==> src/rtl/door_motion_sequencer_pkg.sv <==
// Shared constants for the garage door motion sequencer: state codes and
// travel direction encodings. Optional feature macro: AUTO_CLOSE_EN.
package garage_door_pkg;

    localparam logic [2:0] ST_IDLE  = 3'd0;
    localparam logic [2:0] ST_MV_UP = 3'd1;
    localparam logic [2:0] ST_MV_DN = 3'd2;
    localparam logic [2:0] ST_DEAD  = 3'd3;
    localparam logic [2:0] ST_FAULT = 3'd4;

    localparam logic DIR_UP = 1'b1;
    localparam logic DIR_DN = 1'b0;

endpackage

==> src/rtl/door_motion_sequencer_if.sv <==
// Button/sensor inputs and motor/status outputs of the door sequencer.
// Optional feature macro: AUTO_CLOSE_EN (no effect on this interface).
//
// Handshake: there is no valid/ready pairing here. All inputs are plain
// levels sampled on every rising CLK edge; all outputs are Moore levels
// decoded from the state register and change only just after an edge.
interface door_motion_sequencer_if;
    logic       Activate;
    logic       UP_Max;
    logic       DN_Max;
    logic       Obstruct;
    logic       UP_M;
    logic       DN_M;
    logic       Fault;
    logic [2:0] St;

    // Environment side: drives button and sensors, observes the motors.
    modport master (
        output Activate, UP_Max, DN_Max, Obstruct,
        input  UP_M, DN_M, Fault, St
    );

    // Sequencer side.
    modport slave (
        input  Activate, UP_Max, DN_Max, Obstruct,
        output UP_M, DN_M, Fault, St
    );
endinterface

==> src/rtl/door_motion_sequencer_cycle_timer.sv <==
// door_cycle_timer: clearable up-counter with enable and a terminal compare.
// Clear wins over enable. Optional feature macro: AUTO_CLOSE_EN (unused here).
module door_cycle_timer #(
    parameter int CNT_W = 16
) (
    input  logic             clk,
    input  logic             rst,
    input  logic             clr,
    input  logic             en,
    input  logic [CNT_W-1:0] term_val,
    output logic [CNT_W-1:0] count,
    output logic             at_term
);
    logic [CNT_W-1:0] cnt_d, cnt_q;

    // Next count: clear, increment or hold.
    always_comb begin
        cnt_d = cnt_q;
        if (clr) begin
            cnt_d = '0;
        end else if (en) begin
            cnt_d = cnt_q + 1'b1;
        end
    end

    // Counter register.
    always_ff @(posedge clk) begin
        if (rst) begin
            cnt_q <= '0;
        end else begin
            cnt_q <= cnt_d;
        end
    end

    assign count   = cnt_q;
    assign at_term = (cnt_q == term_val);
endmodule

==> src/rtl/door_motion_sequencer.sv <==
// Garage door motion sequencer: edge-triggered push-button control of the
// UP/DN motor pair with obstruction reversal, travel watchdog and
// limit-switch conflict fault. Define AUTO_CLOSE_EN to close an open door
// automatically after AUTO_CLOSE_CYCLES of unobstructed idle time.
module door_motion_sequencer
    import garage_door_pkg::*;
#(
    parameter int CNT_W             = 16,
    parameter int DEAD_CYCLES       = 4,
    parameter int TRAVEL_TIMEOUT    = 1000,
    parameter int AUTO_CLOSE_CYCLES = 5000
) (
    input  logic                    CLK,
    input  logic                    RST,
    door_motion_sequencer_if.slave  io
);
    logic [2:0]       state_d, state_q;
    logic             last_dir_d, last_dir_q;
    logic             act_d, act_q;
    logic             act_rise;
    logic             limit_conflict;
    logic             auto_arm;
    logic             tmr_clr, tmr_en, tmr_at_term;
    logic [CNT_W-1:0] tmr_term, tmr_count;

    assign act_d          = io.Activate;
    assign act_rise       = io.Activate & ~act_q;
    assign limit_conflict = io.UP_Max & io.DN_Max;
    // Door fully open and beam clear: the only condition the idle dwell runs in.
    assign auto_arm       = io.UP_Max & ~io.Obstruct;

    // Next state and remembered direction, highest-priority rule first.
    always_comb begin
        state_d    = state_q;
        last_dir_d = last_dir_q;
        if (limit_conflict) begin
            state_d = ST_FAULT;
        end else if ((state_q == ST_MV_UP || state_q == ST_MV_DN) && tmr_at_term) begin
            state_d = ST_FAULT;
        end else begin
            case (state_q)
                ST_IDLE: begin
                    if (act_rise) begin
                        if (io.DN_Max)               state_d = ST_MV_UP;
                        else if (io.UP_Max)          state_d = ST_MV_DN;
                        else if (io.Obstruct)        state_d = ST_MV_UP;
                        else if (last_dir_q == DIR_DN) state_d = ST_MV_UP;
                        else                         state_d = ST_MV_DN;
                    end
`ifdef AUTO_CLOSE_EN
                    else if (auto_arm && tmr_at_term) begin
                        state_d = ST_MV_DN;
                    end
`endif
                end
                ST_MV_UP: begin
                    if (io.UP_Max || act_rise) state_d = ST_IDLE;
                end
                ST_MV_DN: begin
                    if (io.DN_Max)        state_d = ST_IDLE;
                    else if (io.Obstruct) state_d = ST_DEAD;
                    else if (act_rise)    state_d = ST_IDLE;
                end
                ST_DEAD: begin
                    if (tmr_at_term) state_d = ST_MV_UP;
                end
                ST_FAULT: state_d = ST_FAULT;
                default:  state_d = ST_FAULT;
            endcase
        end
        // Remember the direction of whichever travel state is being left.
        if (state_q == ST_MV_UP && state_d != ST_MV_UP) last_dir_d = DIR_UP;
        if (state_q == ST_MV_DN && state_d != ST_MV_DN) last_dir_d = DIR_DN;
    end

    // Timer control: per-state terminal value, enable and clear.
    always_comb begin
        tmr_term = CNT_W'(AUTO_CLOSE_CYCLES - 1);
        tmr_en   = 1'b0;
        tmr_clr  = (state_d != state_q);
        case (state_q)
            ST_MV_UP, ST_MV_DN: begin
                tmr_term = CNT_W'(TRAVEL_TIMEOUT - 1);
                tmr_en   = 1'b1;
            end
            ST_DEAD: begin
                tmr_term = CNT_W'(DEAD_CYCLES - 1);
                tmr_en   = 1'b1;
            end
            ST_IDLE: begin
`ifdef AUTO_CLOSE_EN
                tmr_en = auto_arm;
                if (!auto_arm) tmr_clr = 1'b1;
`else
                tmr_en = 1'b0;
`endif
            end
            default: tmr_en = 1'b0;
        endcase
    end

    door_cycle_timer #(
        .CNT_W (CNT_W)
    ) u_timer (
        .clk      (CLK),
        .rst      (RST),
        .clr      (tmr_clr),
        .en       (tmr_en),
        .term_val (tmr_term),
        .count    (tmr_count),
        .at_term  (tmr_at_term)
    );

    // State, direction and button-history registers.
    always_ff @(posedge CLK) begin
        if (RST) begin
            state_q    <= ST_IDLE;
            last_dir_q <= DIR_DN;
            act_q      <= 1'b0;
        end else begin
            state_q    <= state_d;
            last_dir_q <= last_dir_d;
            act_q      <= act_d;
        end
    end

    // Moore outputs decoded straight from the state register.
    assign io.UP_M  = (state_q == ST_MV_UP);
    assign io.DN_M  = (state_q == ST_MV_DN);
    assign io.Fault = (state_q == ST_FAULT);
    assign io.St    = state_q;
endmodule
==> src/flat_wrapper.sv <==
// flat-port wrapper written by rule: the top's interface ports become plain ports
module door_motion_sequencer_flat import garage_door_pkg::*;
#(
    parameter int CNT_W             = 16,
    parameter int DEAD_CYCLES       = 4,
    parameter int TRAVEL_TIMEOUT    = 1000,
    parameter int AUTO_CLOSE_CYCLES = 5000
)
  (CLK, RST, io_Activate, io_UP_Max, io_DN_Max, io_Obstruct, io_UP_M, io_DN_M, io_Fault, io_St);
  door_motion_sequencer_if io_i ();
  input  logic CLK;
  input  logic RST;
  input wire logic [$bits(io_i.Activate)-1:0] io_Activate;
  input wire logic [$bits(io_i.UP_Max)-1:0] io_UP_Max;
  input wire logic [$bits(io_i.DN_Max)-1:0] io_DN_Max;
  input wire logic [$bits(io_i.Obstruct)-1:0] io_Obstruct;
  output wire logic [$bits(io_i.UP_M)-1:0] io_UP_M;
  output wire logic [$bits(io_i.DN_M)-1:0] io_DN_M;
  output wire logic [$bits(io_i.Fault)-1:0] io_Fault;
  output wire logic [$bits(io_i.St)-1:0] io_St;
  assign io_i.Activate = io_Activate;
  assign io_i.UP_Max = io_UP_Max;
  assign io_i.DN_Max = io_DN_Max;
  assign io_i.Obstruct = io_Obstruct;
  assign io_UP_M = io_i.UP_M;
  assign io_DN_M = io_i.DN_M;
  assign io_Fault = io_i.Fault;
  assign io_St = io_i.St;
  door_motion_sequencer #(.CNT_W(CNT_W), .DEAD_CYCLES(DEAD_CYCLES), .TRAVEL_TIMEOUT(TRAVEL_TIMEOUT), .AUTO_CLOSE_CYCLES(AUTO_CLOSE_CYCLES)) u_core (.CLK(CLK), .RST(RST), .io(io_i));
endmodule
==> config.mk <==
export PLATFORM = sky130hd
export DESIGN_NAME = door_motion_sequencer_flat
export DESIGN_NICKNAME = d
export VERILOG_FILES = /design/src/rtl/door_motion_sequencer_pkg.sv /design/src/rtl/door_motion_sequencer_if.sv /design/src/rtl/door_motion_sequencer_cycle_timer.sv /design/src/rtl/door_motion_sequencer.sv /design/src/flat_wrapper.sv
export SDC_FILE = /design/constraint.sdc
export NUM_CORES = 1
export LEC_CHECK = 0
export ABC_AREA = 1
export ABC_CLOCK_PERIOD_IN_PS = 3300
export CORE_MARGIN = 5
export CORE_UTILIZATION = 58
export DETAILED_ROUTE_END_ITERATION = 8
export GPL_ROUTABILITY_DRIVEN = 0
export PLACE_DENSITY = 0.79
export SYNTH_ARGS = -nofsm -noshare
export SYNTH_HDL_FRONTEND = slang
export SYNTH_HIERARCHICAL = 1
export SYNTH_SLANG_ARGS = --single-unit
==> constraint.sdc <==
create_clock -name CLK -period 3.3 [get_ports CLK]
set_clock_uncertainty 0.1 [all_clocks]
set_input_delay 0.99 -clock CLK [delete_from_list [all_inputs] [get_ports CLK]]
set_output_delay 0.99 -clock CLK [all_outputs]
set_load 0.02 [all_outputs]
==> results.sh <==
export IMPL_startpoint_type="register"
export IMPL_nFillCells=246
export IMPL_status="complete, no violations"
export IMPL_path_delay_family="buffers and inverters"
export IMPL_wirelength_um=3070
export IMPL_hp_class="reg -> reg"
export IMPL_rsz0062_at_grt="false"
export IMPL_dieHeight_um=61.3
export IMPL_finalCritPeriodShare=0.884
export IMPL_track_usage=0.197
export IMPL_setup_worst_path_end_class="output pin"
export IMPL_antenna_found_initial=0
export IMPL_path_depth=3
export IMPL_routedWlPerCell_um=10.4
export IMPL_pwr_share_comb=0.175
export IMPL_grt_pass1_vias=1245
export IMPL_gr_total_overflow=0
export IMPL_hold_violations=0
export IMPL_drt_first_pass_iters=4
export IMPL_p_per_area_nw_per_um2=273
export IMPL_start_util=0.610
export IMPL_required_ns=2.21
export IMPL_min_period_ns=2.92
export IMPL_postCtsResizedCells=0
export IMPL_hpwl_um=2480
export IMPL_core_area_um2=2500
export IMPL_cts_tree="yes"
export IMPL_cts_hold_fix_buffers=0
export IMPL_diodes=0
export IMPL_drtIter0Drc=84
export IMPL_drive_above_1_share=0.135
export IMPL_r2r_start="u_core/io.St[0]"
export IMPL_io_pins=12
export IMPL_worst_path_buf_inv=1
export IMPL_grt_pass1_wl_um=5490
export IMPL_path_cells="nand2_1 -> nor2_1 -> clkdlybuf4s50_1"
export IMPL_die_area_um2=3760
export IMPL_p_switching_w=0.000136
export IMPL_setup_violations=0
export IMPL_syn_cell_area_um2=1530
export IMPL_cts_root_buf="clkbuf_4"
export IMPL_port_buffers=11
export IMPL_clock_sinks=21
export IMPL_path_max_fanout=11
export IMPL_ir_worst_vdd_mv=0.214
export IMPL_syn_area_per_cell_um2=6.30
export IMPL_cts_setup_buffers=0
export IMPL_ys_seq_area_frac=0.276
export IMPL_num_rows=18
export IMPL_drc_errors=0
export IMPL_syn_to_final_growth_pct=13.6
export IMPL_reg2reg_to="u_core/u_timer/count[5]"
export IMPL_htree_num_levels=1
export IMPL_clockBufferDepth=2
export IMPL_cp_endpoint="io_UP_M"
export IMPL_crit_type="reg -> out"
export IMPL_r2r_setup_slack_ns=0.51
export IMPL_cts_buffers=3
export IMPL_synth_seq_cells=21
export IMPL_final_max_slew_viol_count=0
export IMPL_seq_power_share=0.555
export IMPL_cpPeakStageDelay_ns=0.64
export IMPL_holdWs_ns=0.439
export IMPL_finalSetupTns_ns=0
export IMPL_grt_max_degree=13
export IMPL_clk_pin_slew_ns=0.13
export IMPL_critPathLaunch="u_core/io.St[0]"
export IMPL_pwr_share_clk=0.270
export IMPL_ys_types=28
export IMPL_synth_cells=242
export IMPL_intPower_w=0.000337
export IMPL_r2r_cells=17
export IMPL_finalNetCount=274
export IMPL_route_vias_total=1462
export IMPL_final_core_util=0.693
export IMPL_ys_warn_count=6
export IMPL_cp_slowest_cell="clkdlybuf4s50_1"
export IMPL_clkLatencyLatePin_ns=0.31
export IMPL_antenna_left=0
export IMPL_p_leak_nw=0.744
export IMPL_fmax_mhz=343
export IMPL_cp_arrival_ns=1.83
export IMPL_die_w_um=61.3
export IMPL_hold_path_depth=4
export IMPL_viasPerCell=4.94
export IMPL_cap_violations=0
export IMPL_switching_share=0.288
synth_stat cells, drive strengths merged:
cell type / n / area (um^2)
a211oi: 1 / 7.51
a21oi: 10 / 61.3
buf: 2 / 16.3
conb: 2 / 7.51
dfxtp: 21 / 420
ha: 1 / 12.5
inv: 36 / 135
nand2: 70 / 293
nand3: 20 / 115
nand3b: 1 / 7.51
nand4: 6 / 37.5
nor2: 45 / 209
nor3: 2 / 10.0
o21ai: 8 / 43.8
o21bai: 2 / 22.5
or2: 2 / 12.5
xnor2: 12 / 105
xor2: 1 / 8.76
routing by layer:
layer | vias up | part of all wire | global-route usage
met3 | 7 | 0.055 | 0.0273
met5 | - | 0 | 0
met1 | 633 | 0.50 | 0.281
li1 | 791 | - | -
met4 | 0 | 0.023 | 0.0836
met2 | 31 | 0.42 | 0.296
cells in the final DEF (no fill, tap or decap), types with 3 or more instances in the layout:
master and n:
a21oi_1 9, clkbuf_4 3, clkdlybuf4s50_1 11, conb_1 11, dfxtp_1 21, inv_1 31
inv_2 5, nand2_1 62, nand2_2 6, nand3_1 17, nand3_2 3, nand4_1 6
nor2_1 37, nor2_2 4, nor2_4 4, o21ai_0 5, xnor2_1 12
worst min path at each step:
| stage | startpoint | end |
|---|---|---|
| final | u_core/last_dir_q | u_core/last_dir_q |
| after global routing | u_core/last_dir_q | u_core/last_dir_q |
| after CTS | u_core/last_dir_q | u_core/last_dir_q |
| after detailed placement | u_core/last_dir_q | u_core/last_dir_q |
| after global placement | u_core/last_dir_q | u_core/last_dir_q |
| after floorplan | u_core/last_dir_q | u_core/last_dir_q |
sequential cells by signal, indices dropped and copies added, names as in the netlist:
name / count
u_core/u_timer/count: 16
u_core/io.St: 3
u_core/act_q: 1
u_core/last_dir_q: 1
tightest hold or removal path, delay by kind of cell, from the launching register on:
family,cells,cell delay [ns]
flip-flops,1,0.34
buffers and inverters,2,0.08
AND/OR/NAND/NOR,2,0.09
final cells by class:
class                      instances  area [um^2]  area share
multi-input combinational        192          987       0.570
sequential                        21          420       0.243
inverter                          36          135      0.0780
timing repair buffer              13          125      0.0722
tap                               30         37.5      0.0217
clock buffer                       3         22.5      0.0130
clock inverter                     1         5.00     0.00289
cell families after synthesis:
kind of cell,after synthesis,synth area share
simple gates,146,0.449
buf+inv,38,0.0993
compound gates,21,0.0886
flops,21,0.276
xor+xnor,13,0.0747
other cells,2,0.00492
fa+ha+maj,1,0.00820
power groups by stage:
| stage | logic (W) | clock network (W) | registers [W] |
|---|---|---|---|
| after global placement | 0.0000820 | 0 | 0.000268 |
| after detailed placement | 0.0000824 | 0 | 0.000268 |
| after global routing | 0.0000933 | 0.000150 | 0.000263 |
| final | 0.0000828 | 0.000128 | 0.000263 |
| after CTS | 0.0000827 | 0.000136 | 0.000263 |
| after floorplan | 0.0000564 | 0 | 0.000268 |
metrics by stage:
stage	std cells	power, W	instance area [um^2]	worst slack (ns)
4_1_cts	296	0.000482	1730	0.348
5_1_grt	296	0.000507	1730	0.255
3_5_place_dp	292	0.000351	1710	0.369
3_3_place_gp	292	0.000350	1710	0.434
2_1_floorplan	251	0.000324	1560	0.700
6_report	296	0.000473	1730	0.381
No activity file was read; power rests on OpenSTA's default activity.
